**src/rtl/freelist_ctrl_pkg.sv**
```systemverilog
// Shared constants and types for the physical-register free list.
// WAYS and PRF fall back to 4 and 64 when not supplied on the command line.
`ifndef WAYS
`define WAYS 4
`endif
`ifndef PRF
`define PRF 64
`endif

package freelist_ctrl_pkg;
    localparam int PRF_N      = `PRF;
    localparam int ARF_N      = 32;
    localparam int PR_IDX_W   = $clog2(PRF_N);
    localparam int FREE_CNT_W = $clog2(PRF_N + 1);

    typedef logic [PR_IDX_W-1:0] pr_idx_t;

    // Architectural registers 0..ARF-1 start mapped; everything above starts free.
    localparam logic [PRF_N-1:0] RESET_FREE_VEC = {{(PRF_N - ARF_N){1'b1}}, {ARF_N{1'b0}}};
endpackage

```
**src/rtl/freelist_pick_n.sv**
```systemverilog
// Combinational N-of-M picker: even picks take the lowest remaining free bit,
// odd picks the highest, each pick removed before the next is chosen.
module freelist_pick_n #(
    parameter int M = 64,
    parameter int N = 4,
    parameter int W = $clog2(M)
) (
    input  logic [M-1:0]        free_vec,
    output logic [N-1:0][W-1:0] pick_idx,
    output logic [N-1:0]        pick_valid
);
    logic [M-1:0] avail;

    always_comb begin
        avail      = free_vec;
        pick_idx   = '0;
        pick_valid = '0;
        for (int k = 0; k < N; k++) begin
            // The last hit in scan order wins, so scanning downward yields the lowest index.
            if ((k % 2) == 0) begin
                for (int i = M - 1; i >= 0; i--) begin
                    if (avail[i]) begin
                        pick_idx[k]   = W'(i);
                        pick_valid[k] = 1'b1;
                    end
                end
            end else begin
                for (int i = 0; i < M; i++) begin
                    if (avail[i]) begin
                        pick_idx[k]   = W'(i);
                        pick_valid[k] = 1'b1;
                    end
                end
            end
            if (pick_valid[k]) begin
                avail[pick_idx[k]] = 1'b0;
            end
        end
    end
endmodule

```
**src/rtl/freelist_ctrl.sv**
```systemverilog
// Rename-stage free-list manager with speculative and architectural free vectors.
// Define FREELIST_CHECK_EN to build the sticky consistency checker behind fl_error.
`ifndef WAYS
`define WAYS 4
`endif

module freelist_ctrl
    import freelist_ctrl_pkg::*;
#(
    parameter int WAYS = `WAYS,
    parameter int PRF  = PRF_N,
    parameter int ARF  = ARF_N,
    parameter int PW   = $clog2(PRF)
) (
    input  logic                      clock,
    input  logic                      reset_n,
    input  logic [WAYS-1:0]           alloc_req,
    output logic [WAYS-1:0][PW-1:0]   alloc_pr,
    output logic [WAYS-1:0]           alloc_valid,
    output logic                      alloc_stall,
    input  logic [WAYS-1:0]           ret_en,
    input  logic [WAYS-1:0][PW-1:0]   ret_old_pr,
    input  logic [WAYS-1:0][PW-1:0]   ret_new_pr,
    input  logic                      squash,
    output logic [$clog2(PRF+1)-1:0]  free_count,
    output logic                      fl_error
);
    localparam int CW = $clog2(PRF + 1);
    localparam logic [PRF-1:0] RST_FREE = PRF'(RESET_FREE_VEC);

    logic [PRF-1:0]           spec_free_q, spec_free_d;
    logic [PRF-1:0]           arch_free_q, arch_free_d;
    logic [CW-1:0]            free_count_q, free_count_d;
    logic [WAYS-1:0][PW-1:0]  pick_idx;
    logic [WAYS-1:0]          pick_valid;
    logic [PRF-1:0]           granted_bits, released_bits, retired_new_bits;
    logic [CW-1:0]            n_req;

    freelist_pick_n #(.M(PRF), .N(WAYS), .W(PW)) u_pick (
        .free_vec   (spec_free_q),
        .pick_idx   (pick_idx),
        .pick_valid (pick_valid)
    );

    // Grants are all-or-nothing against the registered count; squash overrides everything.
    always_comb begin
        n_req        = CW'($countones(alloc_req));
        alloc_stall  = (n_req > free_count_q) && !squash;
        alloc_valid  = alloc_req & {WAYS{!alloc_stall && !squash}};
        alloc_pr     = '0;
        granted_bits = '0;
        for (int k = 0; k < WAYS; k++) begin
            if (alloc_valid[k] && pick_valid[k]) begin
                alloc_pr[k]               = pick_idx[k];
                granted_bits[pick_idx[k]] = 1'b1;
            end
        end
    end

    always_comb begin
        released_bits    = '0;
        retired_new_bits = '0;
        for (int k = 0; k < WAYS; k++) begin
            if (ret_en[k]) begin
                released_bits[ret_old_pr[k]]    = 1'b1;
                retired_new_bits[ret_new_pr[k]] = 1'b1;
            end
        end
        arch_free_d  = (arch_free_q | released_bits) & ~retired_new_bits;
        spec_free_d  = squash ? arch_free_d : ((spec_free_q & ~granted_bits) | released_bits);
        free_count_d = CW'($countones(spec_free_d));
    end

    always_ff @(posedge clock or negedge reset_n) begin
        if (!reset_n) begin
            spec_free_q  <= RST_FREE;
            arch_free_q  <= RST_FREE;
            free_count_q <= CW'(PRF - ARF);
        end else begin
            spec_free_q  <= spec_free_d;
            arch_free_q  <= arch_free_d;
            free_count_q <= free_count_d;
        end
    end

    assign free_count = free_count_q;

`ifdef FREELIST_CHECK_EN
    logic err_q, err_d, err_event;

    // Flags double frees, duplicate releases in one cycle, and retiring an arch-free PR.
    always_comb begin
        err_event = 1'b0;
        for (int k = 0; k < WAYS; k++) begin
            if (ret_en[k]) begin
                if (spec_free_q[ret_old_pr[k]]) err_event = 1'b1;
                if (arch_free_q[ret_new_pr[k]]) err_event = 1'b1;
                for (int j = 0; j < k; j++) begin
                    if (ret_en[j] && (ret_old_pr[j] == ret_old_pr[k])) err_event = 1'b1;
                end
            end
        end
        err_d = err_q | err_event;
    end

    always_ff @(posedge clock or negedge reset_n) begin
        if (!reset_n) begin
            err_q <= 1'b0;
        end else begin
            err_q <= err_d;
        end
    end

    always_ff @(posedge clock) begin
        if (reset_n && err_event) begin
            $error("freelist_ctrl: free-list consistency violation");
        end
    end

    assign fl_error = err_q;
`else
    assign fl_error = 1'b0;
`endif
endmodule

```
**config.mk**
```make
export PLATFORM = sky130hd
export DESIGN_NAME = freelist_ctrl
export DESIGN_NICKNAME = d
export VERILOG_FILES = /design/src/rtl/freelist_ctrl_pkg.sv /design/src/rtl/freelist_pick_n.sv /design/src/rtl/freelist_ctrl.sv
export SDC_FILE = /design/constraint.sdc
export NUM_CORES = 1
export LEC_CHECK = 0
export BUFFER_PORTS_ARGS = -buffer_cell sky130_fd_sc_hd__buf_4
export CAP_MARGIN = 20
export CORE_MARGIN = 1
export CORE_UTILIZATION = 23
export DETAILED_ROUTE_END_ITERATION = 6
export PLACE_DENSITY = 0.36
export SYNTH_ARGS = -nofsm -noshare
export SYNTH_HDL_FRONTEND = slang
export SYNTH_HIERARCHICAL = 1
export SYNTH_SLANG_ARGS = --single-unit
export TNS_END_PERCENT = 20
```
**constraint.sdc**
```tcl
create_clock -name clock -period 13.61 [get_ports clock]
set_input_delay 0.6805 -clock clock [delete_from_list [all_inputs] [get_ports clock]]
set_output_delay 0.6805 -clock clock [all_outputs]
set_load 0.01 [all_outputs]
```
==> PnR_summary.wiki <==
{| class="wikitable"
! Metric !! Value
|-
| Outcome || complete, but fails checks
|-
| Failing checks || negative setup slack
|-
| Fill cell count || 9688
|-
| Estimated wirelength of the detail-placed design || 129 mm
|-
| Number of flops mapped to enable cells by yosys || 0
|-
| Maximum level of the CTS H-tree || 4
|-
| Total wirelength of the detailed-routed design || 156 mm
|-
| Number of warnings reported in the yosys synthesis log || 6
|-
| Share of layout cells above drive strength 1 || 40.6%
|-
| Rows || 110
|-
| Net count after synthesis || 2954
|-
| Max_slew headroom || 10.6%
|-
| Via count of the first global-routing pass || 28.7k
|-
| Endpoint type of the worst setup path || register
|-
| Wire per inst || 31.7 um
|-
| CTS tree || done
|-
| Highest-delay cell along the critical path || fa_2
|-
| Critical Path RT || 13.94 ns
|-
| Detailed-route via count || 29.6k
|-
| Largest family of logic cells by synthesized area || compound AO/OA/AOI/OAI gates
|-
| Fraction of synthesized cell area taken by the top area cell type || 8.31%
|-
| Remaining routing DRC violations || 0
|-
| Antenna Nets Post-Route || 0
|-
| Post-route worst setup slack || -0.844 ns
|-
| Post-synthesis xor/xnor area fraction || 0.166%
|-
| Count of pins on the block boundary || 96
|-
| Overall fraction of global-route tracks in use || 32.5%
|-
| Area taken by multi-input logic gates || 17900 um^2
|-
| Worst-path maximum fanout || 7
|-
| Number of vias per cell || 6.02
|-
| Area of the mapped netlist || 21100 um^2
|-
| CTS buffer count || 17
|-
| Port Buffers || 94
|-
| Adder-cell share of the synthesized area || 6.41%
|-
| Complex-gate fraction of the synthesized area || 38.9%
|-
| # nets final || 3867
|-
| Cells taking the most area after synthesis || dfrtp_1, dfstp_2, fa_1
|-
| Unrepaired setup endpoints after global routing || yes
|-
| Worst hold-check path type || in -> async
|-
| Final Max Tran Viols || 0
|-
| Share of synthesized area spent on multiplexers || 0.196%
|-
| Setup CP Type || reg -> reg
|-
| Overall die height || 305 um
|-
| Hold violation total from the final report || 0
|-
| Leading register cell type out of synthesis || dfrtp_1
|-
| Sink count of the clock tree || 135
|-
| Maximum number of pins on one net before global-route repair || 74
|-
| Gpl congestion || 1.02
|-
| Worst-Margin Slew || 1.34 ns
|-
| Synthesis-to-finish area growth || 53.1%
|-
| Final std cells w/o fill || 4923
|-
| DIE AREA || 92900 um^2
|-
| Placement Cell Area || 29500 um^2
|-
| Grt total ovfl || 0
|-
| Basic-gate share of the synthesized area counting and, or, nand and nor cells || 31.3%
|-
| Avg Cell Area, Syn || 7.48 um^2
|-
| Achievable frequency || 69.2 MHz
|-
| Synthesized netlist cell count || 2820
|-
| Sequential share of the synthesized area || 16.4%
|-
| Delay of the slowest cell on the worst path || 0.61 ns
|-
| Final worst clock skew || 0.0165 ns
|-
| Clock transition at the register clock pins on the worst setup and hold paths after CTS || 0.07 ns
|-
| Setup violations, final || 6
|-
| CTS Buffer Depth || 2
|-
| Antenna violations before repair || 6
|-
| Total of hold buffers inserted after clock tree synthesis || 0
|-
| Root Driver || clkbuf_16
|-
| Arrival time at the worst endpoint || 14.79 ns
|-
| Router iterations before antenna repair || 6
|-
| Proportion of register bits with asynchronous set or reset after synthesis || 100%
|-
| Clock network latency to the later pin of the worst-skew pair || 0.45 ns
|-
| Starting Density || 23.3%
|-
| Seq cells post-synth || 135
|-
| Core area || 90400 um^2
|-
| Largest area contributor in the synthesized netlist || dfrtp_1
|-
| Final-layout worst hold slack || 0.272 ns
|-
| Width of the die || 305 um
|-
| Final clock period utilization by the worst path || 106%
|-
| Final design area excluding fillers || 32300 um^2
|-
| Nature of the critical path startpoint || register
|-
| Number of max-cap violations || 0
|-
| Clock period minus final worst setup slack || 14.45 ns
|-
| Total area of sequential cells || 3460 um^2
|-
| First DRT Iteration DRCs || 3246
|-
| Post-synth cell types || 126
|-
| Wire length of the first global-routing pass || 219 mm
|-
| Total instance count after detailed placement || 4832
|}
[placed cells by master, fill, tap and decap left out, types with 29 or more instances in the layout]
cell / netlist / final
fa_1: 55 / 51
nor4_1: 42 / 32
a31oi_1: 61 / 44
a22oi_1: 75 / 73
and3_1: 40 / 35
o31ai_4: 1 / 29
o211ai_1: 30 / 30
nor2_1: 193 / 184
nor3b_1: 38 / 33
nand3_1: 79 / 76
nor3_1: 104 / 88
nand3b_1: 34 / 34
o22ai_1: 119 / 117
o221ai_1: 45 / 41
inv_1: 140 / 136
o21ai_0: 122 / 104
nand4_1: 32 / 32
nand2_1: 281 / 268
dfrtp_1: 70 / 69
nor2b_1: 37 / 35
o31a_1: 36 / 36
nand2b_1: 34 / 33
buf_4: 6 / 1036
and2_1: 43 / 40
dfstp_2: 65 / 65
a221oi_1: 46 / 43
a21oi_1: 128 / 113
or3_1: 36 / 32
[flip-flops by register name (all words and copies together) (netlist names)]
name	flops
free_count	7
spec_free_q	64
arch_free_q	64
[through the flow]
stage | setup WS (ns) | utilization [%] | setup TNS [ns]
after floorplan | 0.249 | - | 0
after global placement | -2.66 | 32.6 | -16.22
after detailed placement | -2.40 | 32.6 | -14.56
after CTS | -0.826 | 34.6 | -3.53
after global routing | -1.44 | 35.7 | -8.00
final | -0.844 | 35.7 | -3.95
[worst max-delay path: cells and delay by family, from the launching register on]
family / cells / cell delay [ns]
AO/OA/AOI/OAI: 18 / 3.87
adder cells (fa/ha/maj): 10 / 4.58
buffers and inverters: 19 / 2.58
flip-flops: 1 / 0.42
AND/OR/NAND/NOR: 14 / 2.86
[synthesized netlist by cell type (all sizes together), types with 70 or more instances]
cell type and count:
nor2 197, buf 85, nand3 81, inv 145, nand2 283, dfrtp 70, o31ai 70, o21ai 146
nor3 111, clkbuf 94, a21oi 130, a22oi 75, o22ai 120
[layer usage]
metal  part of all wire [%]  GRT usage, %  vias to the layer above
met3                    6.7          4.10                      252
met1                     44          44.6                    14900
li1                       -             -                    13000
met4                    4.3          11.8                        2
met2                     45          51.9                     1459
met5                 0.0096             0                        -
[cell families after synthesis]
kind of cell	Yosys count
AND/OR/NAND/NOR	1172
AO/OA/AOI/OAI	1104
buffers and inverters	325
flip-flops	135
adder cells (fa/ha/maj)	75
XOR/XNOR	4
multiplexers	4
other	1
[cell type report]
type,instances,area share [%]
antenna,1,0.00775
clock buffer,18,1.33
clock inverter,14,0.430
inverter,146,1.75
multi-input combinational,2361,55.4
sequential,135,10.7
tap,1176,4.56
timing repair buffer,1072,25.8
[path summary, 6_finish.rpt]
check                                      from  depth (start not counted)  slack [ns]               to
worst min-delay path                    reset_n                          1        0.27  arch_free_q[31]
worst max-delay path            spec_free_q[24]                         61       -0.84    free_count[6]
min in group clock              arch_free_q[51]                          2        0.46  arch_free_q[51]
worst max register to register  spec_free_q[24]                         61       -0.84    free_count[6]
max in group asynchronous               reset_n                          2       11.78  spec_free_q[22]
worst min register to register  arch_free_q[51]                          2        0.46  arch_free_q[51]
[timing repair]
| item | 4_1_cts | 5_1_grt |
|---|---|---|
| pin swaps | 55 | 75 |
| cloned | 1 | 1 |
| setup buffers | 26 | 30 |
| setup endpoints to repair | 7 | 7 |
| gates resized for setup | 206 | 140 |
Power is left out: the tool's default activity adds up to more than one toggle a clock period on the data nets, which glitch-free logic cannot reach.
